$ cat src/rtl/exec_unit_mc.sv
// Execution unit: single-cycle ALU/branch ops plus an iterative shift-add multiplier.
// All write-back and redirect outputs are registered one-cycle pulses.
module exec_unit_mc #(
  parameter int DATA_W      = 16,
  parameter int ADDR_W      = 3,
  parameter int NOWRITE_REG = 7
) (
  input  logic              clk,
  input  logic              rst,
  input  logic              in_valid,
  output logic              in_ready,
  input  logic [3:0]        in_op,
  input  logic [DATA_W-1:0] in_arg0,
  input  logic [DATA_W-1:0] in_arg1,
  input  logic [DATA_W-1:0] in_pc,
  input  logic [ADDR_W-1:0] in_dest,
  input  logic              in_flush,
  output logic              wb_valid,
  output logic [ADDR_W-1:0] wb_dest,
  output logic [DATA_W-1:0] wb_value,
  output logic              br_valid,
  output logic [DATA_W-1:0] br_target,
  output logic              busy
);
  localparam int SW = $clog2(DATA_W);
  localparam int CW = SW + 1;

  typedef enum logic {IDLE, MUL_RUN} state_t;

  state_t            state;
  logic [CW-1:0]     cnt;
  logic [DATA_W-1:0] acc, mcand, mplier;
  logic [ADDR_W-1:0] mdest;
  logic              accept;
  logic [SW-1:0]     sh;
  logic [DATA_W-1:0] sum, step_acc;

  assign in_ready = (state == IDLE) && !rst;
  assign busy     = (state == MUL_RUN);
  assign accept   = in_valid && in_ready && !in_flush;
  assign sh       = in_arg1[SW-1:0];
  assign sum      = in_arg0 + in_arg1;
  assign step_acc = mplier[0] ? acc + mcand : acc;

  // An out-of-range NOWRITE_REG never matches, which disables suppression.
  function automatic logic is_nw(input logic [ADDR_W-1:0] d);
    return 32'(d) == 32'(NOWRITE_REG);
  endfunction

  always_ff @(posedge clk) begin
    if (rst) begin
      state     <= IDLE;
      cnt       <= '0;
      acc       <= '0;
      mcand     <= '0;
      mplier    <= '0;
      mdest     <= '0;
      wb_valid  <= 1'b0;
      br_valid  <= 1'b0;
      wb_dest   <= '0;
      wb_value  <= '0;
      br_target <= '0;
    end else begin
      wb_valid <= 1'b0;
      br_valid <= 1'b0;
      if (in_flush) begin
        // Flush beats a multiply finishing on the same edge.
        state <= IDLE;
        cnt   <= '0;
      end else if (state == MUL_RUN) begin
        acc    <= step_acc;
        mcand  <= mcand << 1;
        mplier <= mplier >> 1;
        cnt    <= cnt + 1'b1;
        if (cnt == CW'(DATA_W - 1)) begin
          state    <= IDLE;
          cnt      <= '0;
          wb_valid <= !is_nw(mdest);
          wb_dest  <= mdest;
          wb_value <= step_acc;
        end
      end else if (accept) begin
        case (in_op)
          4'd0: begin
            wb_valid <= !is_nw(in_dest);
            wb_dest  <= in_dest;
            wb_value <= sum;
          end
          4'd1: begin
            wb_valid <= !is_nw(in_dest);
            wb_dest  <= in_dest;
            wb_value <= DATA_W'(in_arg0 < in_arg1);
          end
          4'd3: begin
            wb_valid <= !is_nw(in_dest);
            wb_dest  <= in_dest;
            wb_value <= in_arg0 << sh;
          end
          4'd7: begin
            wb_valid <= !is_nw(in_dest);
            wb_dest  <= in_dest;
            wb_value <= DATA_W'($signed(in_arg0) >>> sh);
          end
          4'd4: begin
            wb_valid  <= !is_nw(in_dest);
            wb_dest   <= in_dest;
            wb_value  <= in_pc;
            br_valid  <= 1'b1;
            br_target <= sum;
          end
          4'd5: begin
            br_valid  <= 1'b1;
            br_target <= sum;
          end
          4'd6: begin
            state  <= MUL_RUN;
            cnt    <= '0;
            acc    <= '0;
            mcand  <= in_arg0;
            mplier <= in_arg1;
            mdest  <= in_dest;
          end
          default: ;
        endcase
      end
    end
  end
endmodule

$ cat config.mk
export PLATFORM = sky130hd
export DESIGN_NAME = exec_unit_mc
export DESIGN_NICKNAME = d
export VERILOG_FILES = /design/src/rtl/exec_unit_mc.sv
export SDC_FILE = /design/constraint.sdc
export NUM_CORES = 1
export LEC_CHECK = 0
export BUFFER_PORTS_ARGS = -buffer_cell sky130_fd_sc_hd__buf_2
export CORE_ASPECT_RATIO = 0.7
export CORE_UTILIZATION = 40
export CTS_BUF_LIST = sky130_fd_sc_hd__clkbuf_16
export DETAILED_ROUTE_END_ITERATION = 8
export GPL_ROUTABILITY_DRIVEN = 0
export SLEW_MARGIN = 40
export SYNTH_ARGS = -nofsm -noshare
export SYNTH_HDL_FRONTEND = slang
export SYNTH_SLANG_ARGS = --single-unit
$ cat constraint.sdc
create_clock -name clk -period 4 [get_ports clk]
set_input_delay 0.4 -clock clk [delete_from_list [all_inputs] [get_ports clk]]
set_output_delay 0.4 -clock clk [all_outputs]
set_load 0.1 [all_outputs]
### Yosys cells after proc, flatten, opt, wreduce, memory -nomap -nowiden

Cells that the tools add are included.

* bits in registers: 94
* input port bits: 59
* output and inout bits: 39
* word-level logic and storage cells: 83

* $add $sub $neg: 3
* magnitude comparators: 1
* equal/unequal tests: 10
* shift operators: 2
* multiplexer cells: 31
* bitwise gates (word level): 3
* reductions and logical operators: 22

Operators with widths (count)
* 2-to-1 mux 16 bit: 13
* one-hot mux 16 bit (5 select lines): 1
* adder 16 bit: 2
* 2-to-1 mux 5 bit: 4
* == test 4 x 3 -> 1 bit, second input constant: 4
* < comparator 16 bit: 1
* AND reduction 4 bit: 4
* left shift 16 x 4 -> 16 bit: 1
* >>> shifter 16 x 4 -> 16 bit: 1
* 2-to-1 mux 3 bit: 4
* 2-to-1 mux 1 bit: 9
* == test 3 bit, second input constant: 2
* nonzero test 2 bit: 3
* nonzero test 6 bit: 1
* adder 5 x 1 -> 5 bit, second input constant: 1
* == test 5 x 4 -> 1 bit, second input constant: 1
* OR reduction 5 bit: 1
* == test 4 x 1 -> 1 bit, second input constant: 1
* == test 4 x 2 -> 1 bit, second input constant: 1
* logical NOT 1 bit: 4
* logical NOT 4 bit: 1
* OR reduction 2 bit: 2
* OR reduction 4 bit: 1
* logical AND 1 bit: 3
* other kinds (4): 6

### Depth between registers and ports, before layout

Gate-level depths: netlist of run 1.

* depth after elaboration: 6
* gate-level depth with buffers: 12
* gate-level depth less buffers: 9

### Worst setup path after synthesis of run 1

Ideal clock, no wire load.

* path type: register to register
* start point: register state (netlist: busy)
* end point: register wb_value[15]
* setup time: 95 ps
* arrival: 3012 ps
* data required time: 3905 ps
* path slack: 893 ps
* stages on the path, launching flop included: 7
* path buffers: 2
* clock period less this slack: 3107 ps
* cells stage by stage: dfxtp_1 clkbuf_1 clkbuf_1 nor2_1 o221a_2 o31ai_1 o311ai_1

* word-level cells in the longest chain between the ends: 6
* elaborated cells on any way between the ends: 9
* classes of those cells: eq/ne (1); mux (1); bitwise (1); reduce/logical (6)

RTL lines
* start, declared: RTL line 30 `state_t state;`
* start signal, assigned: RTL line 52 `state <= IDLE;`
* start signal, assigned: RTL line 68 `state <= IDLE;`
* start signal, assigned: RTL line 76 `state <= IDLE;`
* NOT 1 bit (no line)
* logical AND 1 bit: RTL line 38 `assign in_ready = (state == IDLE) && !rst;`
* net in_ready: RTL line 11 `output logic in_ready,`
* logical AND 1 bit (2 in a row): RTL line 40 `assign accept = in_valid && in_ready && !in_flush;`
* nonzero test 2 bit (no line)
* AND reduction 4 bit (no line)
* end signal, assigned: RTL line 80 `wb_value <= step_acc;`
* end signal, assigned: RTL line 87 `wb_value <= sum;`
* end signal, assigned: RTL line 92 `wb_value <= DATA_W'(in_arg0 < in_arg1);`
* end, declared: RTL line 20 `output logic [DATA_W-1:0] wb_value,`

The timed path passes the listed nets, and every way through them passes these cells.
A chain may end at the register's enable or synchronous reset.

### Worst setup path in the final report of run 1

* start point: register mcand[0]
* end point: register wb_value[12]

* word-level cells in the longest chain between the ends: 4

RTL lines
* start, declared: RTL line 32 `logic [DATA_W-1:0] acc, mcand, mplier;`
* start signal, assigned: RTL line 72 `mcand <= mcand << 1;`
* start signal, assigned: RTL line 119 `mcand <= in_arg0;`
* adder 16 bit: RTL line 43 `assign step_acc = mplier[0] ? acc + mcand : acc;`
* 2-to-1 mux 16 bit: RTL line 43
* 2-to-1 mux 16 bit: RTL line 75 `if (cnt == CW'(DATA_W - 1)) begin`
* 2-to-1 mux 16 bit: RTL line 70 `end else if (state == MUL_RUN) begin`

Every way passes these cells. The select of a mux whose other input is x is not followed.

==> results of run 1 <==
## cell type report
| type | count | area (um2) |
|---|---|---|
| Inverter | 34 | 127.6 |
| Multi-Input combinational cell | 751 | 5248 |
| Tap cell | 236 | 295.3 |
| Sequential cell | 94 | 1884 |
| Timing Repair Buffer | 111 | 590.6 |
| Clock buffer | 9 | 225.2 |
| Clock inverter | 7 | 78.83 |
| Fill cell | 1834 | 9762 |
## tightest hold or removal path, cell delays in order
cell and delay [ns]:
buf_2 0.12, nand2_1 0.05, a21oi_1 0.05
## per-stage QoR
| stage | instance area, um2 | utilization [%] | power, mW |
|---|---|---|---|
| detailed placement | 8145 | 44.73 | 1.572 |
| floorplan | 7542 | - | 1.390 |
| CTS | 8449 | 46.40 | 2.492 |
| global route | 8449 | 46.40 | 2.590 |
| global placement | 8144 | 44.72 | 1.574 |
| finish | 8449 | 46.40 | 2.494 |
## kinds of logic (layout without fill, tap and decap cells)
logic type	count (synthesis)	in the layout	synth area share, %
mux	96	96	14.37
buf+inv	95	161	5.723
compound gates	286	286	25.53
fa+ha+maj	50	50	8.494
xor+xnor	24	24	2.787
flops	94	94	24.95
simple gates	295	295	18.15
## flip-flops by register name (all words and copies together) (netlist names)
name and flops:
mdest 3, busy 1, wb_dest 3, mplier 16, br_target 16, wb_value 16, wb_valid 1, br_valid 1
acc 16, cnt 5, mcand 16
## layer usage
metal / vias up / part of all wire [%] / GRT usage [%]
met4: 0 / 2.2 / 8.287
met1: 3591 / 48 / 42.19
li1: 3584 / - / -
met2: 403 / 39 / 39.16
met3: 49 / 11 / 7.162
met5: - / 0 / 0
## path summary, 6_finish.rpt
path             endpoint  slack, ns
min              mdest[0]       0.30
max          wb_value[12]       1.04
max reg2reg  wb_value[12]       1.04
min reg2reg     mplier[7]       0.45
## power breakdown
| part | leakage [nW] | internal (mW) | switching (mW) | total (mW) |
|---|---|---|---|---|
| clock network | 0.144 | 0.493 | 0.430 | 0.923 |
| registers | 0.759 | 0.944 | 0.00910 | 0.953 |
| logic | 2.51 | 0.209 | 0.407 | 0.617 |
| total | 3.42 | 1.65 | 0.846 | 2.49 |
## cell usage after synthesis (all sizes together) (10+ instances only)
library cell  instances  area (um2)
nor2                105       394.1
dfxtp                94        1882
nand2                86       322.8
o21ai                82       410.4
mux2i                76       760.7
a21oi                53       272.8
ha                   48       600.6
clkbuf               32       121.4
inv                  32       120.1
a211oi               29       227.7
buf                  29       182.7
nor3                 20       100.1
xnor2                18       157.7
nor2b                16       100.1
nand3                13       65.06
mux2                 12       138.9
o211ai               12       90.09
a21o                 11       82.58
a311oi               10       93.84
==> flow_summary_export.csv, run 1 <==
group,metric,value,unit
setup_path,r2r_start,"mcand[0]",
status,status,"finished with violations",
synth,ys_ff_latch,94,
sta,min_period,2.957,ns
placement,dpl.cell_count,1226,
power_and_ir_drop,ir_drop,0.2005,mV
min_path,min_from,"in_dest[0]",
setup_path,cp-end-kind,"register",
sta,setup_slack,1.043,ns
detailed_routing,vias_per_cell,6.141,
clock_tree,clk_latency,0.37,ns
floorplanning,dieWidth,166.1,um
floorplanning,core,18210,um2
synth,async_reset_ff_share,0,%
global_routing,grt_first_pass_wirelength,41520,um
status,violations,"design-rule violations",
global_routing,grt-ovfl-total,0,
floorplanning,rows,41,
setup_path,path_delay_family,"compound AO/OA/AOI/OAI gates",
clock_tree,cts_resized,0,
synth,synth_cell_types,84,
min_path,min_path_type,"in2reg",
final_layout,layout.nets,1110,
sta,hold_viol,0,
sta,setup_tns,0,ns
synth,syn_area,7542,um2
clock_tree,clk_path_buf_depth,2,
placement,port-buffer-count,97,
detailed_routing,drc_errors,10,
sta,fin_crit_sh,73.93,%
placement,dpl_worst_slack,0.7886,ns
final_layout,final_cell_mix,"104 x nor2_1, 97 x buf_2, 92 x dfxtp_1",
detailed_routing,vias,7627,
sta,grt_setup_unrepaired,"no",
final_layout,n_antenna_cell,0,
min_path,whs_path_depth,3,
sta,maxSlewViolCount,0,
synth,synthCells,940,
power_and_ir_drop,leakage,3.418,nW
synth,yosys_warnings,0,
setup_path,required,4.22,ns
final_layout,drive_gt1_share,16.60,%
final_layout,finalNonFillerCells,1242,
setup_path,path_depth,9,
floorplanning,dieArea,19420,um2
sta,tightest_slew,0.8150,ns
setup_path,critical_path_class,"reg2reg",
setup_path,cpPeakStageDelay,0.61,ns
setup_path,path_buf_inv,0,
floorplanning,start_util,41.42,%
clock_tree,tritoncts,"built",
setup_path,startpoint,"mcand[0]",
sta,setup_viol_count_final,0,
synth,ys.flop_type,"dfxtp_1",
detailed_routing,wl,26900,um
synth,ys_seq_area_share,24.95,%
global_routing,grt_pass1_vias,6858,
power_and_ir_drop,power_density,295.1,nW/um2
clock_tree,numCtsBuffers,9,
sta,skew,0.01378,ns
clock_tree,post-cts-setup-buffer-count,0,
detailed_routing,dr.pass1.iters,9,
global_routing,grt_use_total,28.25,%
detailed_routing,wl_per_cell,21.66,um
synth,synth_nets,1049,
sta,clock.fmax,0.3381,GHz
synth,syn_area_per_cell,8.024,um2
setup_path,worst_r2r_path_depth,9,
setup_path,crit_fanout,5,
run,maxCapViolCount,0,
sta,finalHoldWorstSlack,0.3024,ns
final_layout,final_common_cell,"nor2_1",
detailed_routing,ant_nets,0,
setup_path,crit_path_top_delay_cell,"a221oi_1",
placement,dp_hpwl,20570,um
detailed_routing,first_iter_violations,866,
clock_tree,clkTransAtPathRegs,0.08,ns
setup_path,worst_setup_path_start_kind,"register",
floorplanning,die_height,116.9,um
clock_tree,clock-sinks,94,
clock_tree,htree_levels,3,
synth,synth_edf_count,0,
clock_tree,hold_buffers,0,
sta,slew_headroom,45.25,%
setup_path,crit_chain,"ha_1, fa_1, a21o_1, a221oi_1, nor2_1, o221ai_1, xnor2_1, o21ai_0, a311oi_1",
setup_path,cp.arrival,3.18,ns
global_routing,antenna_found_initial,0,
floorplanning,ios,98,
clock_tree,cts-root-buf,"clkbuf_16",
global_routing,grt_start_max_net_pins,47,
final_layout,area_growth,12.03,%
Note: power is estimated with default switching activity, not from simulation.
==> run 2: changes to the inputs <==
--- a/config.mk
+++ b/config.mk
@@ -5,6 +5,7 @@
 export SDC_FILE = /design/constraint.sdc
 export NUM_CORES = 1
 export LEC_CHECK = 0
+export ABC_AREA = 1
 export BUFFER_PORTS_ARGS = -buffer_cell sky130_fd_sc_hd__buf_2
 export CORE_ASPECT_RATIO = 0.7
 export CORE_UTILIZATION = 40
==> constraint.sdc (replaced) <==
create_clock -name clk -period 2.65 [get_ports clk]
set_input_delay 0.265 -clock clk [delete_from_list [all_inputs] [get_ports clk]]
set_output_delay 0.265 -clock clk [all_outputs]
set_load 0.1 [all_outputs]
==> flow_summary_export.csv, run 2 <==
group,metric,value,unit
synth,ys.flop_type,"dfxtp_1",
final_layout,fin_area,8935,um2
synth,ys_seq_area_share,23.89,%
clock_tree,clk_path_buf_depth,2,
sta,min_period,2.117,ns
clock_tree,post-cts-setup-buffer-count,0,
synth,async_reset_ff_share,0,%
clock_tree,cts_resized,0,
sta,skew,0.01125,ns
sta,setup_slack,0.5333,ns
sta,finalHoldWorstSlack,0.1802,ns
placement,dpl.cell_count,1655,
synth,synth_most_common_cell,"nand2_1",
synth,yosys_warnings,0,
final_layout,area_growth,13.42,%
setup_path,path_delay_family,"simple AND/OR/NAND/NOR gates",
placement,port-buffer-count,97,
detailed_routing,drc_errors,0,
status,status,"finished clean",
min_path,whs_path_depth,2,
setup_path,cp.arrival,2.35,ns
power_and_ir_drop,power_density,416.4,nW/um2
final_layout,fillCellCount,2049,
synth,ys_ff_latch,94,
sta,setup_viol_count_final,0,
setup_path,critical_path_class,"reg2reg",
sta,maxSlewViolCount,0,
placement,dpl_worst_slack,0.4342,ns
power_and_ir_drop,p_total,3.720,mW
sta,slew_headroom,60.26,%
detailed_routing,vias,9050,
setup_path,worst_r2r_path_depth,12,
synth,synthCells,1322,
setup_path,crit_path_top_delay_cell,"fa_1",
floorplanning,die_height,119.4,um
sta,grt_setup_unrepaired,"no",
clock_tree,clk_latency,0.35,ns
synth,synth_area_leader_cell,"dfxtp_1",
global_routing,antenna_found_initial,0,
synth,synth_nets,1431,
global_routing,grt_use_total,28.73,%
global_routing,grt_first_pass_wirelength,44260,um
setup_path,r2r_slack,0.53,ns
min_path,hold_end,"br_target[2]",
placement,dpl_cell_area,8635,um2
detailed_routing,wl,29130,um
clock_tree,numCtsBuffers,9,
sta,hold_viol,0,
clock_tree,cts-root-buf,"clkbuf_16",
global_routing,grt_start_max_net_pins,54,
sta,tightest_slew,0.5952,ns
global_routing,grt-ovfl-total,0,
placement,dp_hpwl,23140,um
floorplanning,start_util,41.30,%
sta,clock.fmax,0.4724,GHz
global_routing,grt_pass1_vias,7836,
synth,synth_area_leaders,"dfxtp_1 24%, nand2_1 19%, nand3_1 12%, ha_1 7.6%, inv_1 7.5%",
power_and_ir_drop,leakage,4.486,nW
clock_tree,tritoncts,"built",
sta,fin_crit_sh,79.88,%
setup_path,r2r_end,"wb_value[8]",
detailed_routing,ant_nets,0,
setup_path,cpPeakStageDelay,0.42,ns
sta,setup_tns,0,ns
floorplanning,core,19080,um2
power_and_ir_drop,ir_drop,0.2818,mV
final_layout,drive_gt1_share,12.94,%
setup_path,crit_chain,"ha_1, fa_1, nand2_1, nand2_1, nand3_1, nand2_1, nand2_1, nand2_1, nand2_1, nand3_1, a21oi_2, a21oi_1",
clock_tree,hold_buffers,0,
detailed_routing,wl_per_cell,17.43,um
clock_tree,clkTransAtPathRegs,0.08,ns
setup_path,crit_fanout,3,
floorplanning,dieArea,20270,um2
detailed_routing,vias_per_cell,5.416,
final_layout,utilization,46.84,%
setup_path,path_buf_inv,0,
min_path,min_from,"rst",
setup_path,cp-end-kind,"register",
setup_path,r2r_start,"acc[0]",
setup_path,critPathMostFrequentCell,"nand2_1",
floorplanning,dieWidth,169.7,um
final_layout,multi_input_area,5096,um2
setup_path,worst_setup_path_start_kind,"register",
final_layout,final_cell_mix,"402 x nand2_1, 188 x nand3_1, 156 x inv_1",
final_layout,layout.nets,1511,
synth,synth_edf_count,0,
floorplanning,rows,42,
synth,syn_area_per_cell,5.959,um2
final_layout,regArea,1883,um2
setup_path,required,2.88,ns
clock_tree,clock-sinks,94,
detailed_routing,dr.pass1.iters,6,
synth,synth_cell_types,40,
clock_tree,htree_levels,3,
floorplanning,ios,98,
synth,yosysTopAreaCellShare,23.89,%
synth,syn_area,7878,um2
final_layout,n_antenna_cell,0,
synth,ys_top_cells_by_count,"402 x nand2_1, 188 x nand3_1, 157 x inv_1",
min_path,min_path_type,"in2reg",
detailed_routing,first_iter_violations,1108,
run,maxCapViolCount,0,
final_layout,finalNonFillerCells,1671,
final_layout,final_common_cell,"nand2_1",
run 2: cell count changes in the layout (fill, tap and decap cells not counted), moves of 17 or more:
| cell | before | now |
|---|---|---|
| nand2_1 | 86 | 402 |
| nand3_1 | 13 | 188 |
| inv_1 | 30 | 156 |
| mux2i_1 | 76 | 1 |
| a211oi_1 | 27 | 0 |
| a21oi_1 | 51 | 69 |
| nor2_1 | 104 | 87 |
| o21ai_1 | 2 | 19 |
run 2: power breakdown:
part	internal, mW	switching, mW
Combinational	0.278	0.702
Clock	0.670	0.635
Sequential	1.42	0.0110
run 2: routing by layer:
metal / vias up / track usage, % / part of all wire (%)
li1: 4484 / - / -
met1: 4100 / 45.08 / 49
met2: 440 / 38.78 / 39
met3: 26 / 7.245 / 11
met4: 0 / 4.561 / 0.88
met5: - / 0 / 0
run 2: area by class of cell:
cell class / instances / area share, %
repair buffers: 123 / 7.758
inverters: 167 / 7.072
clock inverters: 7 / 0.8402
multi-input cells: 1007 / 57.04
well taps: 264 / 3.697
clock buffers: 9 / 2.521
flip-flops and latches: 94 / 21.08
run 2: logic make-up (layout without fill, tap and decap cells):
group	Yosys count	in the layout	synth area share, %
adder cells (fa/ha/maj)	50	50	8.132
XOR/XNOR	4	4	0.4448
multiplexers	1	1	0.1271
flip-flops	94	94	23.89
AO/OA/AOI/OAI	226	226	16.53
buffers and inverters	221	306	11.48
AND/OR/NAND/NOR	726	726	39.39
run 2: worst max path at each step:
stage / slack (ns) / startpoint / end / cells past startpoint
finish: 0.53 / acc[0] / wb_value[8] / 12
global placement: 0.46 / in_arg1[0] / wb_value[4] / 10
detailed placement: 0.43 / in_arg1[0] / wb_value[4] / 10
floorplan: 0.23 / busy / mcand[0] / 5
global route: 0.37 / acc[0] / wb_value[8] / 12
CTS: 0.56 / acc[0] / wb_value[8] / 12
